[src/rtl/decode_pkg.sv]
// Decode-stage definitions: widths, instruction field positions, opcode set and the
// registered bundle handed to execute.
package decode_pkg;

   localparam int NUM_REG     = 32;
   localparam int LEN_INSN    = 32;
   localparam int LEN_ADDR    = $clog2(NUM_REG);
   localparam int LEN_OPECODE = 6;
   localparam int LEN_IMMF    = 1;
   localparam int LEN_CC      = 4;
   localparam int LEN_REG     = 32;
   localparam int LEN_IMM     = 16;
   localparam int LEN_IMM_EX  = 32;

   localparam int OPC_MSB  = 31;
   localparam int OPC_LSB  = 26;
   localparam int IMMF_BIT = 25;
   localparam int CC_MSB   = 24;
   localparam int CC_LSB   = 21;
   localparam int RD_MSB   = 20;
   localparam int RD_LSB   = 16;
   localparam int RS_MSB   = 15;
   localparam int RS_LSB   = 11;
   localparam int IMM_MSB  = 15;
   localparam int IMM_LSB  = 0;

   typedef logic [LEN_OPECODE-1:0] opecode_t;

   localparam opecode_t OPECODE_NOP  = 6'h00;
   localparam opecode_t OPECODE_ADD  = 6'h01;
   localparam opecode_t OPECODE_SUB  = 6'h02;
   localparam opecode_t OPECODE_AND  = 6'h03;
   localparam opecode_t OPECODE_OR   = 6'h04;
   localparam opecode_t OPECODE_XOR  = 6'h05;
   localparam opecode_t OPECODE_SHL  = 6'h06;
   localparam opecode_t OPECODE_SHR  = 6'h07;
   localparam opecode_t OPECODE_LD   = 6'h08;
   localparam opecode_t OPECODE_ST   = 6'h09;
   localparam opecode_t OPECODE_BR   = 6'h10;
   localparam opecode_t OPECODE_JMP  = 6'h11;
   localparam opecode_t OPECODE_HALT = 6'h3F;

   typedef struct packed {
      opecode_t              opecode;
      logic [LEN_IMMF-1:0]   immf;
      logic [LEN_CC-1:0]     cc;
      logic [LEN_ADDR-1:0]   rd_addr;
      logic [LEN_REG-1:0]    data_rd;
      logic [LEN_REG-1:0]    data_rs;
      logic [LEN_IMM_EX-1:0] imm_ex;
      logic                  illegal;
   } bundle_t;

   function automatic logic opecode_legal(input opecode_t opc);
      logic legal;
      case (opc)
         OPECODE_NOP, OPECODE_ADD, OPECODE_SUB, OPECODE_AND, OPECODE_OR,
         OPECODE_XOR, OPECODE_SHL, OPECODE_SHR, OPECODE_LD, OPECODE_ST,
         OPECODE_BR, OPECODE_JMP, OPECODE_HALT: legal = 1'b1;
         default:                               legal = 1'b0;
      endcase
      return legal;
   endfunction

   function automatic logic [LEN_IMM_EX-1:0] sign_ext(input logic [LEN_IMM-1:0] imm);
      return {{(LEN_IMM_EX-LEN_IMM){imm[LEN_IMM-1]}}, imm};
   endfunction

endpackage

[src/rtl/decode_if.sv]
// Fetch->decode->execute handshake plus writeback port; master is the surrounding pipeline,
// slave is the decode stage.
interface decode_if;
   import decode_pkg::*;

   logic                  flush;
   logic                  in_valid;
   logic                  in_ready;
   logic [LEN_INSN-1:0]   insn;

   logic                  out_valid;
   logic                  out_ready;
   opecode_t              opecode;
   logic [LEN_IMMF-1:0]   immf;
   logic [LEN_CC-1:0]     cc;
   logic [LEN_ADDR-1:0]   rd_addr;
   logic [LEN_REG-1:0]    data_rd;
   logic [LEN_REG-1:0]    data_rs;
   logic [LEN_IMM_EX-1:0] imm_ex;
   logic                  illegal;

   logic                  wb_en;
   logic [LEN_ADDR-1:0]   wb_addr;
   logic [LEN_REG-1:0]    wb_data;

   modport master (
      output flush, in_valid, insn, out_ready, wb_en, wb_addr, wb_data,
      input  in_ready, out_valid, opecode, immf, cc, rd_addr, data_rd, data_rs, imm_ex, illegal
   );

   modport slave (
      input  flush, in_valid, insn, out_ready, wb_en, wb_addr, wb_data,
      output in_ready, out_valid, opecode, immf, cc, rd_addr, data_rd, data_rs, imm_ex, illegal
   );

endinterface

[src/rtl/decode_regfile.sv]
// Register file: two async read ports, one sync write port, r0 hardwired to zero, sync clear.
// With DECODE_WB_FWD_EN a read of the address being written returns the incoming data.
module decode_regfile
   import decode_pkg::*;
(
   input  logic                clk,
   input  logic                rst,
   input  logic [LEN_ADDR-1:0] ra_addr,
   output logic [LEN_REG-1:0]  ra_data,
   input  logic [LEN_ADDR-1:0] rb_addr,
   output logic [LEN_REG-1:0]  rb_data,
   input  logic                wb_en,
   input  logic [LEN_ADDR-1:0] wb_addr,
   input  logic [LEN_REG-1:0]  wb_data
);

   logic [LEN_REG-1:0] regs [NUM_REG];
   logic               wr_live;

   assign wr_live = wb_en && (wb_addr != '0);

   always_ff @(posedge clk) begin
      if (rst) begin
         for (int i = 0; i < NUM_REG; i++) begin
            regs[i] <= '0;
         end
      end else if (wr_live) begin
         regs[wb_addr] <= wb_data;
      end
   end

   always_comb begin
      ra_data = (ra_addr == '0) ? '0 : regs[ra_addr];
      rb_data = (rb_addr == '0) ? '0 : regs[rb_addr];
`ifdef DECODE_WB_FWD_EN
      if (wr_live && (wb_addr == ra_addr)) begin
         ra_data = wb_data;
      end
      if (wr_live && (wb_addr == rb_addr)) begin
         rb_data = wb_data;
      end
`endif
   end

endmodule

[src/rtl/decode.sv]
// Decode/operand fetch: 1-cycle latency to a registered bundle; in_ready = !out_valid || out_ready,
// bundle holds while execute stalls. DECODE_WB_FWD_EN enables writeback forwarding into reads and the held bundle.
module decode
   import decode_pkg::*;
(
   input logic     clk,
   input logic     rst,
   decode_if.slave bus
);

   logic                out_valid_q;
   bundle_t             bundle_q;
   bundle_t             bundle_d;
   logic                accept;
   logic [LEN_ADDR-1:0] rd_sel;
   logic [LEN_ADDR-1:0] rs_sel;
   logic [LEN_REG-1:0]  rd_val;
   logic [LEN_REG-1:0]  rs_val;
`ifdef DECODE_WB_FWD_EN
   logic [LEN_ADDR-1:0] rs_addr_q;
`endif

   assign rd_sel = bus.insn[RD_MSB:RD_LSB];
   assign rs_sel = bus.insn[RS_MSB:RS_LSB];

   assign bus.in_ready = !out_valid_q || bus.out_ready;
   assign accept       = bus.in_valid && bus.in_ready && !bus.flush;

   decode_regfile u_regfile (
      .clk     (clk),
      .rst     (rst),
      .ra_addr (rd_sel),
      .ra_data (rd_val),
      .rb_addr (rs_sel),
      .rb_data (rs_val),
      .wb_en   (bus.wb_en),
      .wb_addr (bus.wb_addr),
      .wb_data (bus.wb_data)
   );

   always_comb begin
      bundle_d         = '0;
      bundle_d.opecode = bus.insn[OPC_MSB:OPC_LSB];
      bundle_d.immf    = bus.insn[IMMF_BIT];
      bundle_d.cc      = bus.insn[CC_MSB:CC_LSB];
      bundle_d.rd_addr = rd_sel;
      bundle_d.data_rd = rd_val;
      bundle_d.data_rs = rs_val;
      bundle_d.imm_ex  = sign_ext(bus.insn[IMM_MSB:IMM_LSB]);
      bundle_d.illegal = !opecode_legal(bus.insn[OPC_MSB:OPC_LSB]);
   end

   // Priority: reset, flush, new accept, drain; otherwise the bundle is stalled and holds.
   always_ff @(posedge clk) begin
      if (rst) begin
         out_valid_q <= 1'b0;
         bundle_q    <= '0;
`ifdef DECODE_WB_FWD_EN
         rs_addr_q   <= '0;
`endif
      end else if (bus.flush) begin
         out_valid_q <= 1'b0;
      end else if (accept) begin
         out_valid_q <= 1'b1;
         bundle_q    <= bundle_d;
`ifdef DECODE_WB_FWD_EN
         rs_addr_q   <= rs_sel;
`endif
      end else if (out_valid_q && bus.out_ready) begin
         out_valid_q <= 1'b0;
`ifdef DECODE_WB_FWD_EN
      end else if (out_valid_q && bus.wb_en && (bus.wb_addr != '0)) begin
         if (bus.wb_addr == bundle_q.rd_addr) begin
            bundle_q.data_rd <= bus.wb_data;
         end
         if (bus.wb_addr == rs_addr_q) begin
            bundle_q.data_rs <= bus.wb_data;
         end
`endif
      end
   end

   assign bus.out_valid = out_valid_q;
   assign bus.opecode   = bundle_q.opecode;
   assign bus.immf      = bundle_q.immf;
   assign bus.cc        = bundle_q.cc;
   assign bus.rd_addr   = bundle_q.rd_addr;
   assign bus.data_rd   = bundle_q.data_rd;
   assign bus.data_rs   = bundle_q.data_rs;
   assign bus.imm_ex    = bundle_q.imm_ex;
   assign bus.illegal   = bundle_q.illegal;

endmodule

[src/flat_wrapper.sv]
// flat-port wrapper written by rule: the top's interface ports become plain ports
module decode_flat import decode_pkg::*;
  (clk, rst, bus_flush, bus_in_valid, bus_insn, bus_out_ready, bus_wb_en, bus_wb_addr, bus_wb_data, bus_in_ready, bus_out_valid, bus_opecode, bus_immf, bus_cc, bus_rd_addr, bus_data_rd, bus_data_rs, bus_imm_ex, bus_illegal);
  decode_if bus_i ();
  input logic clk;
  input logic rst;
  input wire logic [$bits(bus_i.flush)-1:0] bus_flush;
  input wire logic [$bits(bus_i.in_valid)-1:0] bus_in_valid;
  input wire logic [$bits(bus_i.insn)-1:0] bus_insn;
  input wire logic [$bits(bus_i.out_ready)-1:0] bus_out_ready;
  input wire logic [$bits(bus_i.wb_en)-1:0] bus_wb_en;
  input wire logic [$bits(bus_i.wb_addr)-1:0] bus_wb_addr;
  input wire logic [$bits(bus_i.wb_data)-1:0] bus_wb_data;
  output wire logic [$bits(bus_i.in_ready)-1:0] bus_in_ready;
  output wire logic [$bits(bus_i.out_valid)-1:0] bus_out_valid;
  output wire logic [$bits(bus_i.opecode)-1:0] bus_opecode;
  output wire logic [$bits(bus_i.immf)-1:0] bus_immf;
  output wire logic [$bits(bus_i.cc)-1:0] bus_cc;
  output wire logic [$bits(bus_i.rd_addr)-1:0] bus_rd_addr;
  output wire logic [$bits(bus_i.data_rd)-1:0] bus_data_rd;
  output wire logic [$bits(bus_i.data_rs)-1:0] bus_data_rs;
  output wire logic [$bits(bus_i.imm_ex)-1:0] bus_imm_ex;
  output wire logic [$bits(bus_i.illegal)-1:0] bus_illegal;
  assign bus_i.flush = bus_flush;
  assign bus_i.in_valid = bus_in_valid;
  assign bus_i.insn = bus_insn;
  assign bus_i.out_ready = bus_out_ready;
  assign bus_i.wb_en = bus_wb_en;
  assign bus_i.wb_addr = bus_wb_addr;
  assign bus_i.wb_data = bus_wb_data;
  assign bus_in_ready = bus_i.in_ready;
  assign bus_out_valid = bus_i.out_valid;
  assign bus_opecode = bus_i.opecode;
  assign bus_immf = bus_i.immf;
  assign bus_cc = bus_i.cc;
  assign bus_rd_addr = bus_i.rd_addr;
  assign bus_data_rd = bus_i.data_rd;
  assign bus_data_rs = bus_i.data_rs;
  assign bus_imm_ex = bus_i.imm_ex;
  assign bus_illegal = bus_i.illegal;
  decode u_core (.clk(clk), .rst(rst), .bus(bus_i));
endmodule
[config.mk]
export PLATFORM = sky130hd
export DESIGN_NAME = decode_flat
export DESIGN_NICKNAME = d
export VERILOG_FILES = /design/src/rtl/decode_pkg.sv /design/src/rtl/decode_if.sv /design/src/rtl/decode_regfile.sv /design/src/rtl/decode.sv /design/src/flat_wrapper.sv
export SDC_FILE = /design/constraint.sdc
export NUM_CORES = 2
export LEC_CHECK = 0
export CORE_ASPECT_RATIO = 0.6
export CORE_MARGIN = 2
export CORE_UTILIZATION = 60
export DETAILED_ROUTE_END_ITERATION = 8
export DONT_BUFFER_PORTS = 1
export PLACE_DENSITY_LB_ADDON = 0.05
export SYNTH_ARGS = -nofsm -noshare
export SYNTH_HDL_FRONTEND = slang
export SYNTH_SLANG_ARGS = --single-unit
[constraint.sdc]
create_clock -name clk -period 8.2 [get_ports clk]
set_clock_uncertainty 0.2 [all_clocks]
set_input_delay 1.64 -clock clk [delete_from_list [all_inputs] [get_ports clk]]
set_output_delay 1.64 -clock clk [all_outputs]
set_load 0.02 [all_outputs]
==> impl_metrics.env <==
export IMPL_grt_pass1_vias=35800
export IMPL_synthArstFlopShare_pct=0
export IMPL_htree_levels=3
export IMPL_ir_drop_v=0.000201
export IMPL_layout_commonest_cell="and2_1"
export IMPL_finalPower_w=0.0129
export IMPL_fin_util_pct=65.1
export IMPL_postRouteWirelength_microns=185000
export IMPL_synth_area_sq_um=57800
export IMPL_tritoncts="done"
export IMPL_outcome="complete, no violations"
export IMPL_cts_buffers_inserted=104
export IMPL_power_density_nw_per_um2=208
export IMPL_routedWlPerCell_microns=36.6
export IMPL_portBuffers=0
export IMPL_clkTransAtPathRegs_ns=0.06
export IMPL_ys_seq_elements=1122
export IMPL_cp_start_kind="input port"
export IMPL_area_growth_pct=7.75
export IMPL_clk_latency_ns=0.71
export IMPL_p_leak_nw=21.4
export IMPL_postCtsHoldBufs=0
export IMPL_nNetsFinal=3757
export IMPL_die_y_microns=245
export IMPL_fill_cells=6642
export IMPL_antenna_found_initial=11
export IMPL_yosysSeqAreaShare_pct=56.6
export IMPL_core_area_sq_um=95800
export IMPL_multi_input_area_sq_um=23900
export IMPL_dp_hpwl_microns=103000
export IMPL_seq_area_sq_um=32700
export IMPL_first_pass_iters=5
export IMPL_synth_area_leaders="edfxtp_1, mux4_2, and2_1"
export IMPL_slew_violations=0
export IMPL_cap_violations=0
export IMPL_routabilityCongestion=0.860
export IMPL_critPathMaxFanout=22
export IMPL_die_width_microns=405
export IMPL_worstPathArrival_ns=4.69
export IMPL_grt_pass1_wl_microns=262000
export IMPL_antenna_left=0
export IMPL_post_cts_setup_buffers=0
export IMPL_hp_class="reg2reg"
export IMPL_clk_path_buf_depth=3
export IMPL_rows=88
export IMPL_drive_above_1_share_pct=25.2
export IMPL_rsz0062_at_grt="false"
export IMPL_ys_warn_count=0
export IMPL_grt_max_degree=229
export IMPL_period_needed_ns=4.25
export IMPL_min_period_over_period_pct=51.9
export IMPL_initial_core_util_pct=60.4
export IMPL_vias=36400
export IMPL_final_cell_mix="and2_1, edfxtp_1, mux4_2, mux2_2, nand2_1"
export IMPL_tns_ns=0
export IMPL_via_per_inst=7.21
export IMPL_synthDistinctLibCells=40
export IMPL_syn_mean_instance_area_sq_um=14.8
export IMPL_hold_viol_final=0
export IMPL_synth_edff_count=1024
export IMPL_cts_sinks=1122
export IMPL_crit_type="in2reg"
export IMPL_grt_overflow=0
export IMPL_drc=0
export IMPL_finalSetupViolCount=0
export IMPL_synth_cells=3898
export IMPL_synth_top_cell_area_share_pct=53.2
export IMPL_synth_largest_area_cell="edfxtp_1"
export IMPL_hold_slack_ns=0.353
export IMPL_pin_count=190
export IMPL_max_freq_mhz=235
export IMPL_dieArea_sq_um=99000
export IMPL_worst_slew_pin_transition_ns=1.38
export IMPL_relSlewSlack_pct=8.21
export IMPL_ys_flop_type="edfxtp_1"
export IMPL_grt_util_all_layers_pct=37.7
export IMPL_cp_required_ns=8.64
export IMPL_cts_root_buf="clkbuf_16"
export IMPL_cts_resized=0
export IMPL_drt_iter0_drc=5802
export IMPL_cp_end_kind="register"
==> synth_stat cells (2+ instances only) <==
cell          n
a22o_1       20
dfxtp_1      98
mux2_2      192
a21oi_1      79
buf_2        85
a221o_1      12
mux4_2      448
a22oi_1      44
nand3_1       2
clkbuf_4      2
edfxtp_1   1024
o21ai_0      51
or3b_2        2
inv_1         2
buf_4        23
and2_1     1025
nand4_1       5
o221ai_1     21
a221oi_1     32
and4_1        2
nor2_1       71
nand2_1     132
buf_6         4
nand4b_1      2
o2111ai_1    32
buf_1         9
clkbuf_1    304
nand3b_1      3
mux2i_1     128
nor2b_1       3
a2111o_1     32
==> area by class of cell <==
class	instances	share of cell area (%)
well taps	1260	2.53
inverters	2	0.0120
multi-input cells	2378	38.4
clock inverters	56	0.922
diodes	10	0.0402
clock buffers	140	4.67
repair buffers	74	0.911
flip-flops and latches	1122	52.5
==> registers in the layout (all words and copies together) (netlist names) <==
| signal | flops |
|---|---|
| u_core.bus.data_rd | 32 |
| u_core.bus.opecode | 6 |
| u_core.u_regfile.regs | 1024 |
| u_core.bus.rd_addr | 5 |
| u_core.bus.immf | 1 |
| u_core.bus.cc | 4 |
| u_core.bus.out_valid | 1 |
| u_core.bus.data_rs | 32 |
| u_core.bus.imm_ex | 16 |
| u_core.bus.illegal | 1 |
==> report_power, final <==
group / internal (W) / total [W] / switching, W
combinational: 0.000575 / 0.00110 / 0.000523
clock: 0.00281 / 0.00506 / 0.00225
sequential: 0.00656 / 0.00679 / 0.000231
==> metrics by stage <==
stage | instance area (sq um) | cells | setup WS (ns)
after floorplan | 58000 | 3929 | 2.78
after global placement | 58800 | 4835 | 3.27
after detailed placement | 58800 | 4836 | 3.27
after CTS | 62300 | 5032 | 4.02
after global routing | 62300 | 5033 | 3.97
final | 62300 | 5042 | 3.95
==> cell families (layout without fill, tap and decap cells) <==
logic type	after synthesis	in the layout	synth area share [%]
buf+inv	429	272	3.18
other cells	1	42	0.00648
flops	1122	1122	56.6
mux	768	768	23.4
compound gates	324	324	4.13
simple gates	1254	1254	12.7
==> layer usage <==
metal	track usage (%)	part of all wire [%]	vias to the layer above
li1	-	-	14400
met1	56.5	39	18800
met2	52.1	42	2724
met3	11.9	15	394
met4	13.2	3.9	2
met5	0	0.0049	-
==> worst paths after layout <==
| check | start | to | slack [ns] | depth (start not counted) |
|---|---|---|---|---|
| max | bus_in_valid | u_core.bus.data_rd[27] | 3.95 | 5 |
| min | u_core.bus.imm_ex[4] | u_core.bus.imm_ex[4] | 0.35 | 2 |
| max reg2reg | u_core.bus.out_valid | u_core.bus.data_rd[27] | 4.65 | 5 |
| min reg2reg | u_core.bus.imm_ex[4] | u_core.bus.imm_ex[4] | 0.35 | 2 |
==> worst max-delay path, cell delays in order <==
cell	delay [ns]
nor2b_1	0.73
nand3_1	0.28
nor4_4	1.08
buf_4	0.68
a2111o_1	0.25
Power figures use the tool's default switching activity.
